## config.mk

```make
export PLATFORM = sky130hd
export DESIGN_NAME = jtframe_sdram_arb
export DESIGN_NICKNAME = d
export VERILOG_FILES = /design/src/rtl/jtframe_sdram_arb_pkg.sv /design/src/rtl/jtframe_rr_pick.sv /design/src/rtl/jtframe_sdram_arb.sv
export SDC_FILE = /design/constraint.sdc
export NUM_CORES = 1
export LEC_CHECK = 0
export CAP_MARGIN = 20
export CORE_ASPECT_RATIO = 0.75
export CORE_MARGIN = 2
export CORE_UTILIZATION = 45
export DETAILED_ROUTE_END_ITERATION = 12
export PLACE_DENSITY_LB_ADDON = 0.08
export SETUP_SLACK_MARGIN = 0.1
export SYNTH_ARGS = -nofsm -noshare
export SYNTH_HDL_FRONTEND = slang
export SYNTH_SLANG_ARGS = --single-unit
```

## constraint.sdc

```tcl
create_clock -name clk_sys -period 5.5 [get_ports clk_sys]
set_input_delay 1.1 -clock clk_sys [delete_from_list [all_inputs] [get_ports clk_sys]]
set_output_delay 1.1 -clock clk_sys [all_outputs]
set_load 0.005 [all_outputs]
```

## src/rtl/jtframe_sdram_arb_pkg.sv

```systemverilog
// Shared types and default sizes for the SDRAM read arbiter.
// The arbiter FSM walks IDLE -> WAIT_ACK -> WAIT_RDY for each granted slot.
package jtframe_sdram_arb_pkg;

    typedef enum logic [1:0] {
        IDLE     = 2'd0,
        WAIT_ACK = 2'd1,
        WAIT_RDY = 2'd2
    } arb_state_e;

    localparam int ARB_AW   = 22;
    localparam int ARB_DW   = 32;
    localparam int ARB_TOUT = 255;

endpackage

```

## src/rtl/jtframe_rr_pick.sv

```systemverilog
// Combinational round-robin picker: the first requesting slot found
// when scanning from last+1 upwards, wrapping at SLOTS-1.
module jtframe_rr_pick
    import jtframe_sdram_arb_pkg::*;
#(
    parameter int SLOTS = 4,
    parameter int IW    = $clog2(SLOTS)
)(
    input  logic [SLOTS-1:0] req,
    input  logic [IW-1:0]    last,
    output logic [IW-1:0]    grant,
    output logic             valid
);

    // Scan farthest-first so the nearest requester after last overrides the rest
    always_comb begin
        grant = last;
        valid = 1'b0;
        for (int k = SLOTS; k >= 1; k--) begin
            grant = req[(int'(last) + k) % SLOTS] ? IW'((int'(last) + k) % SLOTS) : grant;
            valid = req[(int'(last) + k) % SLOTS] | valid;
        end
    end

endmodule

```

## src/rtl/jtframe_sdram_arb.sv

```systemverilog
// Round-robin arbiter sharing one SDRAM read port among SLOTS requesters,
// with a bounded wait for read data and a sticky timeout flag.
module jtframe_sdram_arb
    import jtframe_sdram_arb_pkg::*;
#(
    parameter int SLOTS = 4,
    parameter int AW    = ARB_AW,
    parameter int DW    = ARB_DW,
    parameter int TOUT  = ARB_TOUT
)(
    input  logic                clk_sys,
    input  logic                RESET,
    input  logic                loop_rst,
    input  logic                downloading,
    input  logic [SLOTS-1:0]    slot_req,
    input  logic [SLOTS*AW-1:0] slot_addr,
    output logic [SLOTS-1:0]    slot_ack,
    output logic [SLOTS-1:0]    slot_rdy,
    output logic [DW-1:0]       slot_dout,
    output logic                sdram_req,
    output logic [AW-1:0]       sdram_addr,
    input  logic                sdram_ack,
    input  logic [DW-1:0]       data_read,
    input  logic                data_rdy,
    output logic                refresh_en,
    output logic                timeout_err
);

    localparam int              IW        = $clog2(SLOTS);
    localparam logic [7:0]      TOUT_LAST = 8'(TOUT - 1);
    localparam logic [SLOTS-1:0] ONE_HOT0 = {{(SLOTS-1){1'b0}}, 1'b1};

    arb_state_e       state_r, state_s;
    logic [IW-1:0]    gnt_r, gnt_s;
    logic [IW-1:0]    last_r, last_s;
    logic [7:0]       cnt_r, cnt_s;
    logic             req_r, req_s;
    logic [AW-1:0]    addr_r, addr_s;
    logic [SLOTS-1:0] ack_r, ack_s;
    logic [SLOTS-1:0] rdy_r, rdy_s;
    logic [DW-1:0]    dout_r, dout_s;
    logic             terr_r, terr_s;

    logic [IW-1:0]    pick_s;
    logic             pick_valid_s;
    logic             grant_s;
    logic [AW-1:0]    pick_addr_s;
    logic [SLOTS-1:0] gmask_s;

    jtframe_rr_pick #(
        .SLOTS (SLOTS),
        .IW    (IW)
    ) u_pick (
        .req   (slot_req),
        .last  (last_r),
        .grant (pick_s),
        .valid (pick_valid_s)
    );

    assign pick_addr_s = slot_addr[pick_s*AW +: AW];
    assign gmask_s     = ONE_HOT0 << gnt_r;
    assign grant_s     = (state_r == IDLE) && !downloading && pick_valid_s && !loop_rst;

    assign refresh_en  = (state_r == IDLE) && !grant_s;
    assign slot_ack    = ack_r;
    assign slot_rdy    = rdy_r;
    assign slot_dout   = dout_r;
    assign sdram_req   = req_r;
    assign sdram_addr  = addr_r;
    assign timeout_err = terr_r;

    // Next-state and next-output computation for the transaction FSM
    always_comb begin
        state_s = state_r;
        gnt_s   = gnt_r;
        last_s  = last_r;
        cnt_s   = cnt_r;
        req_s   = req_r;
        addr_s  = addr_r;
        ack_s   = {SLOTS{1'b0}};
        rdy_s   = {SLOTS{1'b0}};
        dout_s  = dout_r;
        terr_s  = terr_r;
        if (loop_rst) begin
            // Abort silently; the timeout flag survives on purpose
            state_s = IDLE;
            req_s   = 1'b0;
            cnt_s   = 8'd0;
        end else begin
            case (state_r)
                IDLE: begin
                    if (grant_s) begin
                        gnt_s   = pick_s;
                        addr_s  = pick_addr_s;
                        req_s   = 1'b1;
                        state_s = WAIT_ACK;
                    end else begin
                        req_s   = 1'b0;
                    end
                end
                WAIT_ACK: begin
                    if (sdram_ack) begin
                        req_s = 1'b0;
                        ack_s = gmask_s;
                        cnt_s = 8'd0;
                        if (data_rdy) begin
                            rdy_s   = gmask_s;
                            dout_s  = data_read;
                            last_s  = gnt_r;
                            state_s = IDLE;
                        end else begin
                            state_s = WAIT_RDY;
                        end
                    end else begin
                        req_s = 1'b1;
                    end
                end
                WAIT_RDY: begin
                    if (data_rdy) begin
                        rdy_s   = gmask_s;
                        dout_s  = data_read;
                        last_s  = gnt_r;
                        cnt_s   = 8'd0;
                        state_s = IDLE;
                    end else if (cnt_r == TOUT_LAST) begin
                        // TOUT cycles spent here without data: give up on this slot
                        terr_s  = 1'b1;
                        last_s  = gnt_r;
                        cnt_s   = 8'd0;
                        state_s = IDLE;
                    end else begin
                        cnt_s   = cnt_r + 8'd1;
                    end
                end
                default: begin
                    state_s = IDLE;
                    req_s   = 1'b0;
                    cnt_s   = 8'd0;
                end
            endcase
        end
    end

    // State and output registers
    always_ff @(posedge clk_sys or posedge RESET) begin
        if (RESET) begin
            state_r <= IDLE;
            gnt_r   <= {IW{1'b0}};
            last_r  <= IW'(SLOTS - 1);
            cnt_r   <= 8'd0;
            req_r   <= 1'b0;
            addr_r  <= {AW{1'b0}};
            ack_r   <= {SLOTS{1'b0}};
            rdy_r   <= {SLOTS{1'b0}};
            dout_r  <= {DW{1'b0}};
            terr_r  <= 1'b0;
        end else begin
            state_r <= state_s;
            gnt_r   <= gnt_s;
            last_r  <= last_s;
            cnt_r   <= cnt_s;
            req_r   <= req_s;
            addr_r  <= addr_s;
            ack_r   <= ack_s;
            rdy_r   <= rdy_s;
            dout_r  <= dout_s;
            terr_r  <= terr_s;
        end
    end

endmodule

```

==> results of run 1 <==
==> worst min path at each step <==
stage	startpoint	to	slack, ps	cells past startpoint
finish	slot_dout[28]$_DFFE_PP0P_	slot_dout[28]$_DFFE_PP0P_	480	1
global route	slot_dout[22]$_DFFE_PP0P_	slot_dout[22]$_DFFE_PP0P_	510	1
CTS	slot_dout[27]$_DFFE_PP0P_	slot_dout[27]$_DFFE_PP0P_	490	1
detailed placement	slot_dout[27]$_DFFE_PP0P_	slot_dout[27]$_DFFE_PP0P_	470	1
global placement	slot_dout[28]$_DFFE_PP0P_	slot_dout[28]$_DFFE_PP0P_	470	1
floorplan	cnt_r[7]$_DFFE_PP0P_	cnt_r[7]$_DFFE_PP0P_	450	1
==> metal layers <==
metal	GRT usage, %	routed length [um]
met5	0	0
met4	5.35	155
met3	7.88	919
met2	37.6	5710
met1	29.8	5390
==> layout make-up <==
| cell class | count | share of cell area (%) |
|---|---|---|
| sequential | 78 | 29.7 |
| clock buffer | 11 | 3.69 |
| tap | 128 | 2.44 |
| timing repair buffer | 198 | 30.0 |
| inverter | 6 | 0.362 |
| clock inverter | 5 | 0.876 |
| multi-input combinational | 265 | 32.9 |
==> flip-flops by register name, indices dropped and copies added, names as in the netlist <==
| register | count |
|---|---|
| last_r | 2 |
| slot_dout | 32 |
| slot_rdy | 4 |
| gnt_r | 2 |
| cnt_r | 8 |
| sdram_addr | 22 |
| timeout_err | 1 |
| slot_ack | 4 |
| state_r | 2 |
| sdram_req | 1 |
==> power breakdown <==
part	leakage, nW	total (mW)	switching, mW	internal (mW)
sequential	0.978	0.921	0.128	0.792
combinational	1.58	1.20	0.477	0.722
clock	0.150	0.596	0.232	0.365
total	2.71	2.72	0.837	1.88
==> cell families (layout without fill, tap and decap cells) <==
family	after synthesis	after routing	synth area share (%)
AND/OR/NAND/NOR	123	123	14.6
multiplexers	79	79	21.4
flip-flops	78	78	45.3
AO/OA/AOI/OAI	58	58	12.0
buffers and inverters	32	220	5.28
adder cells (fa/ha/maj)	5	5	1.45
==> layout by cell type, fill, tap and decap left out, types with 2 or more instances in the layout <==
master / instances
dfrtp_1: 76
mux2i_1: 23
o21ai_0: 11
nand2_1: 31
nand3_1: 49
nor4b_1: 2
nor2_1: 8
o31ai_1: 5
ha_1: 5
mux2_2: 30
a21oi_1: 9
o211ai_2: 22
nand2b_1: 10
clkinv_2: 3
dfstp_2: 2
mux2_1: 9
clkbuf_16: 9
inv_1: 5
nor2b_1: 2
nor3_1: 9
nor3b_1: 4
a31oi_1: 2
clkdlybuf4s50_1: 194
buf_4: 4
mux2_4: 17
==> stage by stage <==
step                      setup WS (ps)  power [mW]  utilization (%)
after floorplan                    2410        1.58                -
after global placement             1700        2.10             68.2
after detailed placement           1660        2.14             68.2
after CTS                          1660        2.74             71.5
after global routing               1570        2.87             71.5
final                              1670        2.72             71.5
==> metrics.txt, run 1 <==
status=finished clean; final std cells w/o fill=between 600 and 700; die height=88.8 um; synth cell count leaders=dfrtp_1, nand3_1, nand2_1, mux2_2, mux2i_1; vias in the first global route=about 3400; ANT cells=0; num rows=30; Cells after Synth=~380; Critical Path, Cell by Cell=clkdlybuf4s50_1 -> nor4_2 -> nor4_4 -> nor2_1 -> clkdlybuf4s50_1; syn_area_per_cell=11.5 um^2; post-route ant nets=0; # hold bufs at CTS=0; Synth top area share=between 40 and 50%; max incr delay on CP=510 ps; Final Hold Viols=0; DR iter-0 viols=242; core area=0.00920 mm^2; Worst Path Arrival=roughly 2700 ps; num ports=195; initial antenna violation count=0; Pwr per Cell Area=413 mW/mm^2; starting density of the core=around 47%; final instance area=between 0.006 and 0.007 mm^2; leading area contributor after synthesis=dfrtp_1; Longest Clk Path Bufs=2; cell repeated most along the worst path=clkdlybuf4s50_1; fin crit share=roughly 70%; Peak supply drop=roughly 0.00036 V; max-slew headroom at the worst pin=about 25%; register area=0.00195 mm^2; router iterations before antenna repair=4; Crit. Startpoint=slot_req[3]; CP max FO=5; first-pass GRT wire length=18000 um; required time of the critical path=around 4400 ps; Top FF cell, synth=dfrtp_1; IO Port Bufs=between 150 and 200; DRT Wirelength=12200 um; area grow syn2layout=52.4%; Max Cap Violations=0; R2R Setup Slk=3020 ps; gr ovfl total=0; leakage dissipation=approximately 2.7 nW; critical path depth=5; number of synthesized flops with an enable pin=0; fillers=around 680; Clk pin slew, worst setup/hold paths=~60 ps; TritonCTS clock tree=yes; Crit Path Category=in2out; layout cells sized above 1=between 15 and 20%; Yosys reg bits=78; die area=between 0.01 and 0.015 mm^2; RSZ-0062 raised after global routing=no; Clock Tree Root=clkbuf_16; CTS Sinks=slightly below 80; kind of start point of the critical path=input port; clock skew=between 3 and 4 ps; Critical path destination=refresh_en; placed cell area=0.00627 mm^2; # nets final=693; Final Max Tran Viols=0; GPL Wtd Cong=0.825; routed vias/inst=approximately 5.2; most frequent cell after synthesis=dfrtp_1; Die W=approximately 120 um; Clock Latency Late Sink=between 300 and 400 ps; area of the multi-input gates=between 0.002 and 0.0025 mm^2; post-route setup TNS=0 ps; Worst Hold Class=reg2reg; Post-CTS Setup Bufs=0; routed via count=roughly 3600; # resized after CTS=0; Synth Warn #=0; top cells by area, synth=dfrtp_1, mux2_2, o211ai_2, mux2_4, nand3_1; total track usage=around 23%; minimum clock period=3830 ps; Crit path buffers/inverters=2; worst r2r path cells=7; Tightest Pin Transition=around 1100 ps; FF-to-FF Start=state_r[1]$_DFFE_PP0P_; delay-heaviest family, CP=buffers and inverters; # setup viols final=0; Seq/Total Area, Yosys=45.3%; post-placement cell count=~680; DR WL/cell=roughly 18 um; largest net degree at the start of global routing=53; Max Freq=about 260 MHz; H-tree level count=3; Netlist Area Pre-Place=about 0.0043 mm^2; dpl hpwl=9030 um; RR Endpoint=sdram_addr[21]$_DFFE_PP0P_; total clock buffers created by CTS=9; Fin Hold WS=483 ps; unique cell type count in the Yosys netlist=41; share of flip-flops with an asynchronous set or reset=100%; DRC viols=0; CP Capture Type=output pin; syn nets=approximately 500; Critical-path top delay cell=clkdlybuf4s50_1
No activity file was read; power rests on OpenSTA's default activity.
==> inputs of run 2 (changes only) <==
--- a/config.mk
+++ b/config.mk
@@ -8,7 +8,7 @@
 export CAP_MARGIN = 20
 export CORE_ASPECT_RATIO = 0.75
 export CORE_MARGIN = 2
-export CORE_UTILIZATION = 45
+export CORE_UTILIZATION = 38
 export DETAILED_ROUTE_END_ITERATION = 12
 export PLACE_DENSITY_LB_ADDON = 0.08
 export SETUP_SLACK_MARGIN = 0.1
==> constraint.sdc (replaced) <==
create_clock -name clk_sys -period 3.2 [get_ports clk_sys]
set_input_delay 0.64 -clock clk_sys [delete_from_list [all_inputs] [get_ports clk_sys]]
set_output_delay 0.64 -clock clk_sys [all_outputs]
set_load 0.005 [all_outputs]
==> run 2 against run 1 <==
Against the previous run:
- wire length down 5.2%
- register-to-register slack worse by 2000 ps
- final cell count up 2.7%
- critical endpoint unchanged
- largest power group unchanged
==> metrics.txt, run 2 (synthesized netlist as in run 1, its figures left out) <==
Longest Clk Path Bufs=2; Die W=about 130 um; layout cells sized above 1=a little under a fifth; Final Max Tran Viols=0; Clock Latency Late Sink=between 300 and 400 ps; post-route ant nets=0; DR WL/cell=roughly 16 um; dpl hpwl=8710 um; largest net degree at the start of global routing=49; DR iter-0 viols=120; hold path start=timeout_err$_DFFE_PP0P_; area grow syn2layout=55.3%; IO Port Bufs=roughly 190; router iterations before antenna repair=6; register area=0.00195 mm^2; commonest non-fill, non-tap cell in the layout=clkdlybuf4s50_1; first-pass GRT wire length=~18000 um; fillers=920; Post-CTS Setup Bufs=0; leading cell types in the layout, fill and taps excluded=clkdlybuf4s50_1, dfrtp_1, nand3_1, nand2_1, mux2_2; DRC viols=0; Clock Tree Root=clkbuf_16; Final Hold Viols=0; Tightest Pin Transition=1040 ps; area of the multi-input gates=0.00216 mm^2; vias in the first global route=3466; post-placement cell count=~700; die height=slightly below 100 um; FF-to-FF Start=last_r[1]$_DFFE_PP1P_; fin crit share=approximately 93%; Pwr per Cell Area=712 mW/mm^2; total clock buffers created by CTS=9; Clk pin slew, worst setup/hold paths=about 60 ps; Crit. Startpoint=slot_req[3]; leakage dissipation=approximately 2.8 nW; num ports=between 150 and 200; clock skew=slightly above 8 ps; num rows=33; max reg flops=32; # nets final=700; Max Cap Violations=0; kind of start point of the critical path=input port; final std cells w/o fill=710; ANT cells=0; # setup viols final=0; CP max FO=5; Hold Path End=timeout_err$_DFFE_PP0P_; routed vias/inst=between 4 and 5; die area=0.0122 mm^2; H-tree level count=3; total track usage=between 10% and 20%; Hold Crit Depth=1; starting density of the core=~39%; R2R Setup Slk=1040 ps; CP Capture Type=output pin; CTS Sinks=just under 80; Peak supply drop=approximately 0.00051 V; minimum clock period=slightly below 3000 ps; gr ovfl total=0; DRT Wirelength=~12000 um; # resized after CTS=0; max-slew headroom at the worst pin=a little under a third; routed via count=~3500; Worst Path Arrival=around 2300 ps; post-route setup TNS=0 ps; worst r2r path cells=6; status=finished clean; Worst Hold Class=reg2reg; TritonCTS clock tree=yes; required time of the critical path=around 2600 ps; RR Endpoint=sdram_addr[4]$_DFFE_PP0P_; GPL Wtd Cong=~0.8; core area=~0.011 mm^2; Max Freq=between 300 and 400 MHz; # hold bufs at CTS=0; RSZ-0062 raised after global routing=no; Crit Path Category=in2out; initial antenna violation count=0
## run 2: final cells by class
| type | count | area share [%] |
|---|---|---|
| sequential | 78 | 29.2 |
| timing repair buffer | 205 | 30.6 |
| tap | 140 | 2.62 |
| inverter | 6 | 0.355 |
| clock inverter | 6 | 1.38 |
| multi-input combinational | 265 | 32.3 |
| clock buffer | 10 | 3.57 |
## run 2: layer usage
metal	wire [um]	track usage [%]	vias to the layer above
li1	-	-	1741
met1	5310	24.6	1658
met2	5360	30.0	125
met3	721	4.67	15
met4	155	6.04	0
met5	0	0	-
## run 2: power by group
part           internal, mW  leakage [nW]  switching, mW
Clock                 0.708         0.155          0.403
Combinational          1.27          1.62          0.803
Sequential             1.36         0.978          0.221
## run 2: worst max-delay path, stage by stage
cell and delay (ps):
clkdlybuf4s50_1 500, nor4_2 500, nor4_4 60, nor2_1 110, clkdlybuf4s50_1 510
## run 2: worst max path at each step
stage / cells past startpoint / to / slack [ps]
detailed placement: 5 / refresh_en / 220
global route: 5 / refresh_en / 180
finish: 5 / refresh_en / 240
floorplan: 1 / cnt_r[0]$_DFFE_PP0P_ / 570
CTS: 5 / refresh_en / 220
global placement: 5 / refresh_en / 300
## run 2: stage by stage
| stage | hold slack [ps] | cell area, um^2 | power [mW] | utilization (%) | setup WS [ps] |
|---|---|---|---|---|---|
| final | 474 | 6700 | 4.77 | 61.0 | 237 |
| after global routing | 494 | 6700 | 5.07 | 61.0 | 183 |
| after CTS | 476 | 6700 | 4.84 | 61.0 | 222 |
| after detailed placement | 450 | 6360 | 3.70 | 58.0 | 224 |
| after global placement | 458 | 6360 | 3.65 | 58.0 | 303 |
| after floorplan | 445 | 4310 | 2.72 | - | 568 |
==> inputs of run 3 (changes only) <==
--- a/config.mk
+++ b/config.mk
@@ -12,6 +12,7 @@
 export DETAILED_ROUTE_END_ITERATION = 12
 export PLACE_DENSITY_LB_ADDON = 0.08
 export SETUP_SLACK_MARGIN = 0.1
+export SKIP_LAST_GASP = 1
 export SYNTH_ARGS = -nofsm -noshare
 export SYNTH_HDL_FRONTEND = slang
 export SYNTH_SLANG_ARGS = --single-unit
==> constraint.sdc (replaced) <==
create_clock -name clk_sys -period 2.5 [get_ports clk_sys]
set_input_delay 0.5 -clock clk_sys [delete_from_list [all_inputs] [get_ports clk_sys]]
set_output_delay 0.5 -clock clk_sys [all_outputs]
set_load 0.005 [all_outputs]
==> run 3 against run 2 <==
Against the previous run:
- die area unchanged
- sequential power rose by 28%
- clock-buffer cell count down 1
- combinational power grew 30%
- clock skew is 3.2 ps lower
- sequential share of layout area decreased by 0.22 points
- final cell count grew 1.1%
- worst setup slack worse by 67 ps
- via count is 2.9% higher
- wire length is 0.28% lower
- clock power increased by 11%
- largest power group unchanged
- highest routed layer unchanged
==> metrics.txt, run 3 (synthesized netlist as in run 1, its figures left out) <==
leakage dissipation=2.79 nW; cell repeated most along the worst path=nor4_4; clock skew=4.84 ps; vias in the first global route=around 3600; Clock Latency Late Sink=approximately 330 ps; IO Port Bufs=194; total track usage=a little under a fifth; leading cell types in the layout, fill and taps excluded=clkdlybuf4s50_1, dfrtp_1, nand3_1, nand2_1, mux2_2; fin crit share=93.2%; sw frac=31.1%; required time of the critical path=2000 ps; worst slack, placed=-67.4 ps; routed vias/inst=5.07; Die W=about 130 um; Clk pin slew, worst setup/hold paths=approximately 60 ps; layout cells sized above 1=between 20% and 30%; status=finished clean; num rows=33; Switch Pwr=1.86 mW; CP max FO=4; post-route ant nets=0; # setup viols final=0; Final Hold Viols=0; post-route setup TNS=0 ps; post-placement cell count=700; Gate power share=a little under half; P_int=4.11 mW; max-slew headroom at the worst pin=a little over a third; Pwr per Cell Area=between 800 and 900 mW/mm^2; GPL Wtd Cong=between 0.8 and 0.9; final std cells w/o fill=718; Worst Hold Class=reg2reg; Worst Path Arrival=around 1800 ps; routed via count=around 3600; starting density of the core=about two fifths; Crit path buffers/inverters=2; area of the multi-input gates=0.00217 mm^2; Layout Utilization=about three fifths; max incr delay on CP=510 ps; post-route setup slack=approximately 170 ps; DRC viols=0; die area=approximately 0.012 mm^2; die height=roughly 96 um; minimum clock period=2330 ps; CTS Sinks=78; delay-heaviest family, CP=buffers and inverters; Longest Clk Path Bufs=2; gr ovfl total=0; num ports=about 200; total clock buffers created by CTS=9; dpl hpwl=just under 9000 um; first-pass GRT wire length=~18000 um; commonest non-fill, non-tap cell in the layout=clkdlybuf4s50_1; ANT cells=0; largest net degree at the start of global routing=49; Peak supply drop=a little over 0.0005 V; core area=0.0110 mm^2; Pwr Total=between 5 and 6 mW; DR WL/cell=between 15 and 20 um; DRT Wirelength=~12000 um; H-tree level count=3; # hold bufs at CTS=0; area grow syn2layout=56.4%; CP Capture Type=output pin; max reg flops=32; # nets final=just over 700; Crit Path Category=in2out; Max Freq=429 MHz; Final Max Tran Viols=0; sequential power share=roughly 34%; Critical-path top delay cell=clkdlybuf4s50_1; Max Cap Violations=0; register area=roughly 0.0020 mm^2; RSZ-0062 raised after global routing=no; DR iter-0 viols=around 130; Critical Path, Cell by Cell=clkdlybuf4s15_1 -> nor4_4 -> nor4_4 -> nor2_1 -> clkdlybuf4s50_1; Tightest Pin Transition=between 900 and 1000 ps; fillers=about 900; kind of start point of the critical path=input port; Clock Tree Root=clkbuf_16; router iterations before antenna repair=4; clock group share of total power=20.7%; TritonCTS clock tree=yes; initial antenna violation count=0
==> run 3: timing repair <==
item	4_1_cts	5_1_grt
pin swaps	1	2
setup endpoints to repair	1	1
buffers inserted	1	1
hold endpoints to repair	0	0
resized for setup	6	3
==> run 3: final cells by class <==
| class | count | area share [%] |
|---|---|---|
| timing repair buffer | 213 | 31.6 |
| clock buffer | 9 | 3.34 |
| multi-input combinational | 265 | 32.2 |
| tap | 140 | 2.60 |
| clock inverter | 7 | 0.853 |
| inverter | 6 | 0.389 |
| sequential | 78 | 29.0 |
==> run 3: power by group through the flow <==
stage	clock network, mW	logic (mW)	registers [mW]
after global routing	1.33	2.93	2.10
final	1.23	2.71	2.02
after detailed placement	0	2.73	2.05
after CTS	1.28	2.75	2.03
after global placement	0	2.70	2.03
after floorplan	0	1.46	2.02
==> run 3: path summary, 6_finish.rpt <==
check                           depth (start not counted)                          to                    start  slack [ps]
worst max-delay path                                    5                  refresh_en              slot_req[1]         170
worst min-delay path                                    1     timeout_err$_DFFE_PP0P_  timeout_err$_DFFE_PP0P_         480
worst max register to register                          6  sdram_addr[20]$_DFFE_PP0P_    last_r[1]$_DFFE_PP1P_         400
worst min register to register                          1     timeout_err$_DFFE_PP0P_  timeout_err$_DFFE_PP0P_         480
max in group asynchronous                               3       last_r[1]$_DFFE_PP1P_                    RESET        1400
min in group asynchronous                               3   slot_dout[11]$_DFFE_PP0P_                    RESET         660
==> run 3: per-stage QoR <==
| stage | area, um^2 | hold WS, ps |
|---|---|---|
| 5_1_grt | 6750 | 509 |
| 4_1_cts | 6730 | 479 |
| 3_5_place_dp | 6440 | 452 |
| 2_1_floorplan | 4320 | 445 |
| 3_3_place_gp | 6440 | 459 |
| 6_report | 6750 | 476 |
==> run 3: per-layer routing <==
metal	routed length [um]	global-route usage (%)	vias up
met5	0	0	-
met4	119	5.13	0
met3	668	4.84	10
met2	5370	30.5	119
met1	5360	24.9	1746
li1	-	-	1767
==> run 3: worst reg2reg max path: stages, from the launching register on <==
cell and delay [ps]:
dfstp_2 620, mux2i_1 210, nor2_1 80, a311oi_4 410
buf_12 270, mux2i_1 300, o211ai_2 90
